--- src/rtl/mipspkg.sv ---
`default_nettype none
// ============================================================================
// Module   : TYPES (package)
// Brief    : Shared MIPS-lite types: control word, data/register widths,
//            opcode class boundaries and the writeback FSM state encoding.
// Revision : 1.0
// ============================================================================
package TYPES;

    localparam int REGISTER_WIDTH = 5;
    localparam int DATA_WIDTH     = 32;

    typedef logic [DATA_WIDTH-1:0] DATA;

    typedef struct packed {
        logic       regDst;
        logic       aluSrc;
        logic [3:0] aluOp;
        logic       memRead;
        logic       memWrite;
        logic       branch;
        logic       jump;
        logic       regWrite;
        logic       wbMux;
    } Control;

    // Upper bound of each opcode class; classes are contiguous from 0x00.
    localparam logic [5:0] OP_ARITH_LAST = 6'h05;
    localparam logic [5:0] OP_LOGIC_LAST = 6'h0B;
    localparam logic [5:0] OP_MEM_LAST   = 6'h0D;
    localparam logic [5:0] OP_HALT       = 6'h11;

    typedef enum logic [1:0] {
        WB_RUN     = 2'd0,
        WB_DRAIN   = 2'd1,
        WB_HALTED  = 2'd2
    } wb_state_e;

    typedef enum logic [2:0] {
        CLS_ARITH  = 3'd0,
        CLS_LOGIC  = 3'd1,
        CLS_MEM    = 3'd2,
        CLS_BRANCH = 3'd3,
        CLS_NONE   = 3'd4
    } op_class_e;

    function automatic op_class_e op_class(input logic [5:0] op);
        op_class_e cls;
        if (op <= OP_ARITH_LAST)      cls = CLS_ARITH;
        else if (op <= OP_LOGIC_LAST) cls = CLS_LOGIC;
        else if (op <= OP_MEM_LAST)   cls = CLS_MEM;
        else if (op <= OP_HALT)       cls = CLS_BRANCH;
        else                          cls = CLS_NONE;
        return cls;
    endfunction

endpackage
`default_nettype wire

--- src/rtl/mips_writeback_stage_sat_counter.sv ---
`default_nettype none
// ============================================================================
// Module   : wb_sat_counter
// Brief    : Up-counter that sticks at all-ones; synchronous clear.
// Revision : 1.0
// ============================================================================
module wb_sat_counter #(
    parameter int WIDTH = 32
) (
    input  logic             clk,
    input  logic             rst,
    input  logic             clr,
    input  logic             inc,
    output logic [WIDTH-1:0] count
);

    always_ff @(posedge clk or posedge rst) begin
        if (rst) begin
            count <= '0;
        end else if (clr) begin
            count <= '0;
        end else if (inc && (count != '1)) begin
            count <= count + 1'b1;
        end
    end

endmodule
`default_nettype wire

--- src/rtl/mips_writeback_stage.sv ---
`default_nettype none
// ============================================================================
// Module   : mips_writeback_stage
// Brief    : WB stage: register-file write port, HALT drain and retirement
//            statistics. Optional class counters under WB_CLASS_STATS_EN.
// Revision : 1.0
// ============================================================================
module mips_writeback_stage
    import TYPES::*;
#(
    parameter int DRAIN_CYCLES = 2,
    parameter int CNT_W        = 32
) (
    input  logic                      clk,
    input  logic                      rst,
    input  logic                      mem_valid,
    output logic                      mem_ready,
    input  Control                    mem_cntrl,
    input  logic [REGISTER_WIDTH-1:0] mem_rd,
    input  DATA                       mem_alu,
    input  DATA                       mem_load,
    input  logic [5:0]                mem_opcode,
    output Control                    wb_cntrl,
    output logic [REGISTER_WIDTH-1:0] wb_rd,
    output DATA                       wb_data,
    output logic                      wb_en_write,
    output logic                      halted,
    output logic [CNT_W-1:0]          retired,
    output logic [CNT_W-1:0]          arith_cnt,
    output logic [CNT_W-1:0]          logic_cnt,
    output logic [CNT_W-1:0]          mem_cnt,
    output logic [CNT_W-1:0]          branch_cnt
);

    localparam logic [2:0] DRAIN_LAST = 3'((DRAIN_CYCLES == 0) ? 0 : DRAIN_CYCLES - 1);

    wb_state_e  state;
    logic [2:0] drain_cnt;
    logic       xfer;
    logic       is_halt;

    assign mem_ready = (state == WB_RUN);
    assign xfer      = mem_valid && mem_ready;
    assign is_halt   = (mem_opcode == OP_HALT);

    always_ff @(posedge clk or posedge rst) begin
        if (rst) begin
            state       <= WB_RUN;
            drain_cnt   <= 3'd0;
            wb_cntrl    <= '0;
            wb_rd       <= '0;
            wb_data     <= '0;
            wb_en_write <= 1'b0;
            halted      <= 1'b0;
        end else begin
            // Bubbles and HALT only kill the write; rd/data hold their values.
            wb_cntrl.regWrite <= 1'b0;
            wb_en_write       <= 1'b0;
            if (xfer && !is_halt) begin
                wb_cntrl    <= mem_cntrl;
                wb_rd       <= mem_rd;
                wb_data     <= mem_cntrl.wbMux ? mem_alu : mem_load;
                wb_en_write <= mem_cntrl.regWrite;
            end

            case (state)
                WB_RUN: begin
                    if (xfer && is_halt) begin
                        if (DRAIN_CYCLES == 0) begin
                            state  <= WB_HALTED;
                            halted <= 1'b1;
                        end else begin
                            state     <= WB_DRAIN;
                            drain_cnt <= 3'd0;
                        end
                    end
                end
                WB_DRAIN: begin
                    if (drain_cnt == DRAIN_LAST) begin
                        state  <= WB_HALTED;
                        halted <= 1'b1;
                    end else begin
                        drain_cnt <= drain_cnt + 3'd1;
                    end
                end
                WB_HALTED: begin
                    halted <= 1'b1;
                end
                default: begin
                    state <= WB_RUN;
                end
            endcase
        end
    end

    wb_sat_counter #(.WIDTH(CNT_W)) u_retired (
        .clk   (clk),
        .rst   (rst),
        .clr   (1'b0),
        .inc   (xfer),
        .count (retired)
    );

`ifdef WB_CLASS_STATS_EN
    op_class_e cls;
    assign cls = op_class(mem_opcode);

    wb_sat_counter #(.WIDTH(CNT_W)) u_arith (
        .clk(clk), .rst(rst), .clr(1'b0), .inc(xfer && (cls == CLS_ARITH)),  .count(arith_cnt)
    );
    wb_sat_counter #(.WIDTH(CNT_W)) u_logic (
        .clk(clk), .rst(rst), .clr(1'b0), .inc(xfer && (cls == CLS_LOGIC)),  .count(logic_cnt)
    );
    wb_sat_counter #(.WIDTH(CNT_W)) u_mem (
        .clk(clk), .rst(rst), .clr(1'b0), .inc(xfer && (cls == CLS_MEM)),    .count(mem_cnt)
    );
    wb_sat_counter #(.WIDTH(CNT_W)) u_branch (
        .clk(clk), .rst(rst), .clr(1'b0), .inc(xfer && (cls == CLS_BRANCH)), .count(branch_cnt)
    );
`else
    assign arith_cnt  = '0;
    assign logic_cnt  = '0;
    assign mem_cnt    = '0;
    assign branch_cnt = '0;
`endif

endmodule
`default_nettype wire

--- config.mk ---
export PLATFORM = sky130hd
export DESIGN_NAME = mips_writeback_stage
export DESIGN_NICKNAME = d
export VERILOG_FILES = /design/src/rtl/mipspkg.sv /design/src/rtl/mips_writeback_stage_sat_counter.sv /design/src/rtl/mips_writeback_stage.sv
export SDC_FILE = /design/constraint.sdc
export NUM_CORES = 1
export LEC_CHECK = 0
export CORE_ASPECT_RATIO = 0.5
export CORE_MARGIN = 2
export CORE_UTILIZATION = 42
export CTS_BUF_LIST = sky130_fd_sc_hd__clkbuf_16
export DETAILED_ROUTE_END_ITERATION = 6
export PLACE_DENSITY = 0.87
export RECOVER_POWER = 100
export SLEW_MARGIN = 15
export SYNTH_ARGS = -nofsm -noshare
export SYNTH_HDL_FRONTEND = slang
export SYNTH_HIERARCHICAL = 1
export SYNTH_SLANG_ARGS = --single-unit
--- constraint.sdc ---
create_clock -name clk -period 3.4 [get_ports clk]
set_clock_uncertainty 0.15 [all_clocks]
set_input_delay 1.02 -clock clk [delete_from_list [all_inputs] [get_ports clk]]
set_output_delay 1.02 -clock clk [all_outputs]
set_load 0.03 [all_outputs]
==> results.md, run 1 <==
- The flow ran to the end, but the final reports show violations.
- The checks that failed: max-capacitance violations, max-slew violations.
- The adder-cell share of the synthesized area is 0.707%.
- The sum of net half-perimeters after detailed placement is 9540 µm.
- Cell internal power was estimated by the tool at 1740 µW.
- The clock-pin transition on the worst setup and hold timing paths is about 0.06 ns.
- The count of warnings emitted by yosys is 6.
- The number of hold-slack violations in the final timing report is 0.
- The sequential share of power is approximately 44%.
- The shortest period the worst path allows is 3.29 ns.
- CTS built an H-tree with a depth of 3.
- In this run the standard cell core region covers ~0.012 mm².
- Buffers inserted during clock tree synthesis total 9.
- In the post-synthesis netlist, the cell with the most instances is sky130_fd_sc_hd__buf_4.
- The total number of nets in the final design is 763.
- The share of the synthesized area in the top cell type is 41.0%.
- The combinational share of power is between 20% and 30%.
- For this design the static power due to leakage is 0.00322 µW.
- The count of maximum capacitance violations is 1.
- Of all cell types, the one taking the most synthesized area is sky130_fd_sc_hd__dfrtp_1.
- STA classifies the critical path startpoint as an input pin.
- The cell area that synthesis handed to floorplanning was around 0.0053 mm².
- The final-layout worst hold slack is 0.320 ns.
- VDD sags by at most ~210 µV.
- The number of vias per cell is 4.67.
- Counting the fill cells in the layout gives 1,023.
- The slowest cell on the critical path is sky130_fd_sc_hd__nor4b_1.
- Synthesis inferred 87 register bits.
- For this block, the via count after detailed routing is 3,919.
- In the global route stage, overall resource usage came out at 17.9%.
- The number of cells traversed by the worst hold path is 1.
- The via count of the first global-routing pass was slightly below 4,000.
- The initial antenna violation count is 0.
- The remaining antenna violation count after routing is 0.
- The clock insertion delay at the later pin of the skew report is 0.33 ns.
- The worst setup path is of the input pin to register kind.
- Input and output buffers added on the ports amount to 173.
- The endpoint class of the critical path is a register.
- The final standard cell utilization of the core is 57.5%.
- The part of the Yosys area used for sequential elements is 41.0%.
- After synthesis, the largest family of logic cells by area is buffers and inverters.
- The worst slew slack as a fraction of its limit is -17.1%.
- The final worst-path setup slack is 0.108 ns.
- Summed over all nets, the switching power comes to 746 µW.
- The first global-routing pass estimated 19,600 µm of wire.
- The power density relative to cell area is 358 mW/mm².
- The delay of the slowest critical-path stage is 0.76 ns.
- 302 I/O pins were placed.
- The share of the synthesized area in compound gates (AO/OA/AOI/OAI) is under 10%.
- The maximum number of pins on one net before global-route repair is 50.
- The cell count after synthesis came out at a little under 500.
- Net switching is 30.0% of the power.
- The area growth from synthesis to final layout is 30.9%.
- The routability congestion estimate from global placement is between 0.8 and 0.9.
- The chip width is roughly 160 µm.
- Of the total synthesized cell area, the portion taken by AND, OR, NAND and NOR gates is 10.9%.
- Dividing the detail-routed wire length by the instance count gives 14.9 µm.
- Counting flops with a built-in enable in the synthesized netlist gives 0.
- The maximum fanout along the worst path is between 40 and 50.
- The die covers around 0.014 mm².
- The antenna diode count is 0.
- The post-synthesis average cell area is 10.8 µm².
- The final-layout setup total negative slack is 0 ns.
- Counting distinct cell types in the post-synthesis netlist gives 46.
- In this run, the number of DRC markers left after iteration 0 of detailed routing was slightly below 200.
- The share of cells above drive strength 1 is between 15 and 20%.
- Before CTS, the worst setup slack after placement is -0.0863 ns.
- For this run the aggregate overflow at the end of global routing stands at 0.
- The initial utilization of the core area, before any placement, comes to 44.0%.
- The worst-case reg-to-reg path depth is 6.
- Setup repair after global routing left no endpoint under its margin.
- The maximum clock insertion buffer count is 2.
- The clock net in this run drives a total of 87 sinks.
- In this run the clock root is driven by a sky130_fd_sc_hd__clkbuf_16.
- The maximum frequency from static timing analysis is 304 MHz.
- The first-pass detailed-route iteration total is 4.
- In this run, post-CTS hold repair placed 0 buffers.
- The placement row count is 28.
- The commonest cells after synthesis are sky130_fd_sc_hd__buf_4, sky130_fd_sc_hd__dfrtp_1, sky130_fd_sc_hd__mux2_2.
- The post-synthesis xor/xnor area fraction is 0.495%.
- The portion of synthesized area spent on multiplexers is 17.8%.
- STA puts the critical path data arrival time at 3.35 ns.
- The vertical die dimension is 83.5 µm.
- The routed design has 12,500 µm of wire.
- The count of unresolved DRC violations after routing is 0.
- The clock share of power is between 30% and 40%.
- The number of setup violations in the final report is 0.
- The number of max-slew violations in the final report came to 33.
- Sorting the synthesized cells by area gives the leading types as sky130_fd_sc_hd__dfrtp_1, sky130_fd_sc_hd__buf_4, sky130_fd_sc_hd__mux2_2.
- The transition time at the pin with the least slew margin is 1.76 ns.
- For this run, the leading register cell type out of synthesis is sky130_fd_sc_hd__dfrtp_1.
- Dividing the final minimum period by the clock period gives a little over nine tenths.
- TritonCTS built the clock tree.
- Traced cell by cell, the critical path runs through dlygate4sd3_1, nor4b_1, a21boi_4, clkbuf_4, mux2_4.
- The proportion of synthesized flip-flops having asynchronous set or reset is 100%.
- The kind of path behind the tightest hold check is register to register.
- The required time of the critical path is 3.46 ns.
## per-layer routing
metal / wire, µm / GRT usage [%] / share of wire, %
met5: 0 / 0 / 0
met4: 133 / 4.02 / 1.1
met3: 657 / 3.97 / 5.3
met2: 6720 / 33.4 / 54
met1: 4980 / 21.0 / 40
## metrics by stage
stage               power (µW)  cells  cell area [µm²]
CTS                       2530    839             7020
finish                    2490    839             6950
global route              2600    839             6950
floorplan                 1570    622             5810
global placement          1650    824             6760
detailed placement        1660    824             6760
## cells in the final DEF (no fill, tap or decap), types with 4 or more instances in the layout
cell type                           n
sky130_fd_sc_hd__dfrtp_1           87
sky130_fd_sc_hd__nor2b_1            5
sky130_fd_sc_hd__nand3_1           10
sky130_fd_sc_hd__nand2_1           13
sky130_fd_sc_hd__o21ai_0           17
sky130_fd_sc_hd__dlygate4sd3_1     85
sky130_fd_sc_hd__conb_1           133
sky130_fd_sc_hd__nand2b_1           4
sky130_fd_sc_hd__inv_1             11
sky130_fd_sc_hd__or3_1             14
sky130_fd_sc_hd__or4_1             15
sky130_fd_sc_hd__and3_1             4
sky130_fd_sc_hd__a21oi_1           27
sky130_fd_sc_hd__mux2_2            71
sky130_fd_sc_hd__clkdlybuf4s50_1   88
sky130_fd_sc_hd__clkbuf_16          9
sky130_fd_sc_hd__o31ai_1           15
sky130_fd_sc_hd__mux2_4             9
sky130_fd_sc_hd__nor2_1             7
sky130_fd_sc_hd__nand4_1            6
sky130_fd_sc_hd__and4_1             4
## repair_timing
action / 4_1_cts / 5_1_grt
setup buffers: 0 / 0
gates resized for setup: 0 / 1
endpoints found under the setup margin: 0 / 1
## worst max-delay path, delay by kind of cell
family,cells,cell delay (ns)
buffers and inverters,2,1.00
and+or+nand+nor,1,0.76
muxes,1,0.43
AOI/OAI and AO/OA,1,0.10
## cells by family (layout without fill, tap and decap cells)
logic type      count (synthesis)  count (layout)
other cells                     1             133
buf+inv                       154             206
fa+ha+maj                       3               3
compound gates                 69              69
flops                          87              87
simple gates                   92              92
mux                            81              81
xor+xnor                        3               3
## flip-flops by register name (all words and copies together) (netlist names)
signal / flops
drain_cnt: 3
wb_cntrl: 12
halted: 1
u_retired/count: 32
state: 2
wb_rd: 5
wb_data: 32
## power groups by stage
stage / registers [µW] / clock network, µW / logic, µW
after floorplan: 1180 / 0 / 390
after global placement: 1100 / 0 / 543
after detailed placement: 1110 / 0 / 548
after CTS: 1090 / 894 / 550
after global routing: 1090 / 948 / 562
final: 1090 / 870 / 531
## area by class of cell
| cell class | instances | area, µm² | share of cell area, % |
|---|---|---|---|
| Clock buffer | 9 | 225 | 3.24 |
| Timing Repair Buffer | 181 | 1780 | 25.6 |
| Clock inverter | 6 | 30.0 | 0.432 |
| Sequential cell | 87 | 2180 | 31.3 |
| Tap cell | 165 | 206 | 2.97 |
| Multi-Input combinational cell | 381 | 2500 | 35.9 |
| Inverter | 10 | 37.5 | 0.540 |
## final timing paths
kind / startpoint / endpoint / slack (ns)
setup reg to reg: u_retired/count[0]$_DFFE_PP0P_ / u_retired/count[4]$_DFFE_PP0P_ / 0.46
min in group asynchronous: rst / drain_cnt[0]$_DFFE_PP0P_ / 1.16
setup / recovery: mem_opcode[1] / wb_cntrl[9]$_DFFE_PP0P_ / 0.11
hold / removal: halted$_DFFE_PP0P_ / halted$_DFFE_PP0P_ / 0.32
max in group asynchronous: rst / u_retired/count[3]$_DFFE_PP0P_ / 0.56
hold reg to reg: halted$_DFFE_PP0P_ / halted$_DFFE_PP0P_ / 0.32
Power figures use the tool's default switching activity.
==> inputs of run 2 (changes only) <==
Settings changed: CORE_UTILIZATION 42 to 37, PLACE_DENSITY 0.87 to 0.81.
==> run 2 against run 1 <==
Compared with the run above: clock-buffer cell count unchanged; first-iteration DRC count up 32%; non-clock buffer count rose by 2; setup slack improved by 0.22 ns; combinational power decreased by 0.8%; largest cell class unchanged; highest routed layer unchanged; via count shrank 1.2%; final cell count grew 3.5%; die area grew 13%; the flow still finishes with violations (max-capacitance violations, max-slew violations); flip-flop and latch count stayed put; total power up 2.2%; worst hold slack got worse by 0.00080 ns; wire length shrank 4.1%.
==> results.md, run 2 (synthesized netlist as in run 1, its figures left out) <==
- The net switching fraction of the power came to 28.8% (-1.2 points).
- The required time of the critical path is 3.50 ns (+0.04 ns).
- The routability congestion estimate from global placement was 0.760 (-6.4%).
- The share of cells above drive strength 1 was 13.9% (-1.5 points).
- The slowest stage of the critical path is the sky130_fd_sc_hd__or3_1 cell.
- The combinational share of power came to 20.7% (-0.7 points).
- The floorplan die area is 0.0154 mm² (+13%).
- Compared with the post-synthesis result, the final layout area differs by 31.7%.
- The total clock buffers created by CTS is 9 (unchanged).
- The antenna diode count is 0 (unchanged).
- The number of setup violations in the final report is 0 (unchanged).
- The number of placed instances with taps included is 853 (+3.5%).
- The final worst-path setup slack came to 0.325 ns (+0.217 ns).
- The remaining antenna violation count after routing was 0 (unchanged).
- The number of top-level design ports is 302 (unchanged).
- The worst slew slack as a fraction of its limit is -14.0% (+3.1 points).
- The endpoint class of the critical path is a register.
- The maximum frequency from static timing analysis is 325 MHz (+7.0%).
- The number of setup buffers added after CTS was 0 (unchanged).
- The final-layout worst hold slack came to 0.319 ns (-0.000798 ns).
- The placement row count is 30 (+7.1%).
- STA classifies the critical path startpoint as an input pin.
- The standard cell core area is 0.0138 mm² (+14%).
- The run finished, with violations left.
- The clock insertion delay at the later pin of the skew report came to 0.33 ns (about the same).
- The total cell area at the placement stage is 0.00682 mm² (+0.91%).
- The design area is 0.00700 mm² (+0.61%).
- The checks that failed: max-capacitance violations, max-slew violations.
- The standby leakage power is 0.00323 µW (+0.29%).
- The total vias in the final route is 3,871 (-1.2%).
- The initial antenna violation count is 0 (unchanged).
- The overall routing resource usage is 15.3% (-2.6 points).
- The transition time at the pin with the least slew margin is 1.71 ns (-0.0465 ns).
- The average wire per cell in the routed design was 13.8 µm (-7.3%).
- The post-route clock period utilization is 90.5% (-6.4 points).
- The number of cells upsized or downsized after cts was 0 (unchanged).
- The via count of the first global-routing pass is 3,645 (-5.7%).
- The chip width came to 173 µm (+6.4%).
- The cell sitting at the root of the clock tree is a sky130_fd_sc_hd__clkbuf_16.
- The sequential share of power is 42.7% (-1.0 points).
- The switching power summed over all nets is 731 µW (-2.0%).
- The sum of net half-perimeters after detailed placement is 9320 µm (-2.3%).
- The number of max-slew violations in the final report is 33 (unchanged).
- The total number of nets in the final design is 765 (+0.26%).
- The first-pass detailed-route iteration total is 4 (unchanged).
- The maximum clock insertion buffer count was 2 (unchanged).
- The number of hold-slack violations in the final timing report is 0 (unchanged).
- The library cells used most frequently in the layout, excluding fill and tap cells, are sky130_fd_sc_hd__conb_1, sky130_fd_sc_hd__clkdlybuf4s50_1, sky130_fd_sc_hd__dfrtp_1.
- Leaving out fill and tap cells, the most frequent cell in the layout is sky130_fd_sc_hd__conb_1.
- The hold buffer count at cts was 0 (unchanged).
- The maximum number of pins on one net before global-route repair is 34 (-32%).
- The leftover overflow at the end of global routing is 0 (unchanged).
- The power density relative to cell area was 363 mW/mm² (+1.6%).
- The internal power consumption was 1810 µW (+4.0%).
- The number of I/O port buffers is 173 (unchanged).
- The clock-pin transition on the worst setup and hold timing paths is 0.06 ns (about the same).
- The category of the most critical setup path is input pin to register.
- The count of clock tree sinks is 87 (unchanged).
- The maximum fanout along the worst path was 14 (-71%).
- The final-layout setup total negative slack is 0 ns (unchanged).
- TritonCTS built the clock tree.
- The largest registers in the layout are u_retired/count (32), wb_data (32), wb_cntrl (12).
- The shortest period the worst path allows is 3.08 ns (-0.217 ns).
- Traced cell by cell, the critical path runs through clkdlybuf4s50_1, nor3b_2, clkbuf_1, inv_1, or3_1, or4_1, a21oi_1.
- The tightest min-delay check is of the register to register type.
- The count of unresolved DRC violations after routing was 0 (unchanged).
- The wire length of the first global-routing pass is 18,900 µm (-3.4%).
- The post-place setup slack is 0.0667 ns (+0.153 ns).
- Setup repair after global routing left no endpoint under its margin.
- The total wirelength of the detailed-routed design is 12,000 µm (-4.1%).
- The worst path arrival time is 3.18 ns (-0.17 ns).
- The number of vias per cell was 4.46 (-4.5%).
- The effective utilization at floorplan is 38.6% (-5.4 points).
- The CTS H-tree depth is 3 (unchanged).
- The delay of the slowest critical-path stage is 0.55 ns (-0.21 ns).
- The worst voltage drop across the vdd grid is 189 µV (-11%).
- The clock share of power is 36.6% (+1.6 points).
- The number of DRC markers after the initial detailed-route iteration came to 262 (+32%).
- The number of cells in the finished layout apart from fillers is 868 (+3.5%).
- The count of maximum capacitance violations is 1 (unchanged).
- The vertical die dimension is 88.7 µm (+6.2%).
-- run 2: power by group through the flow --
stage / sequential, µW / clock (µW) / combinational, µW
after floorplan: 1180 / 0 / 390
after global placement: 1100 / 0 / 545
after detailed placement: 1110 / 0 / 547
after CTS: 1090 / 972 / 549
after global routing: 1090 / 1020 / 557
final: 1090 / 930 / 527
-- run 2: path summary, 6_finish.rpt --
path / slack (ns) / endpoint / depth (start not counted) / startpoint
max reg2reg: 0.44 / u_retired/count[4]$_DFFE_PP0P_ / 6 / u_retired/count[0]$_DFFE_PP0P_
min reg2reg: 0.32 / halted$_DFFE_PP0P_ / 1 / halted$_DFFE_PP0P_
max in group asynchronous: 0.64 / u_retired/count[6]$_DFFE_PP0P_ / 3 / rst
min: 0.32 / halted$_DFFE_PP0P_ / 1 / halted$_DFFE_PP0P_
max: 0.32 / u_retired/count[28]$_DFFE_PP0P_ / 7 / mem_valid
min in group asynchronous: 1.10 / state[0]$_DFFE_PP0P_ / 2 / rst
-- run 2: final cells by class --
class,instances,area (µm²)
Inverter,10,37.5
Tap cell,192,240
Multi-Input combinational cell,381,2450
Clock buffer,9,225
Timing Repair Buffer,183,1810
Sequential cell,87,2180
Clock inverter,6,53.8
Fill cell,1246,6780
-- run 2: per-layer routing --
metal  up-vias  routed length, µm  GRT usage, %
met4         0                 89          3.31
met2       119               6180          27.2
li1       1853                  -             -
met1      1890               5150          19.3
met3         9                568          3.69
met5         -                  0             0
-- run 2: through the flow --
stage,total power [µW],utilization (%)
after global placement,1650,49.5
after CTS,2610,51.6
final,2540,50.8
after global routing,2660,50.8
after floorplan,1570,-
after detailed placement,1650,49.5
-- run 2: worst max-delay path, delay by kind of cell --
family,cells,cell delay (ns)
AND/OR/NAND/NOR,3,1.28
buffers and inverters,3,0.71
AO/OA/AOI/OAI,1,0.17
==> inputs of run 3 (changes only) <==
Settings changed: CTS_CLUSTER_SIZE set to 28.
==> results of run 3 <==
Final layout, timing and power as in run 2 (identical DEF).
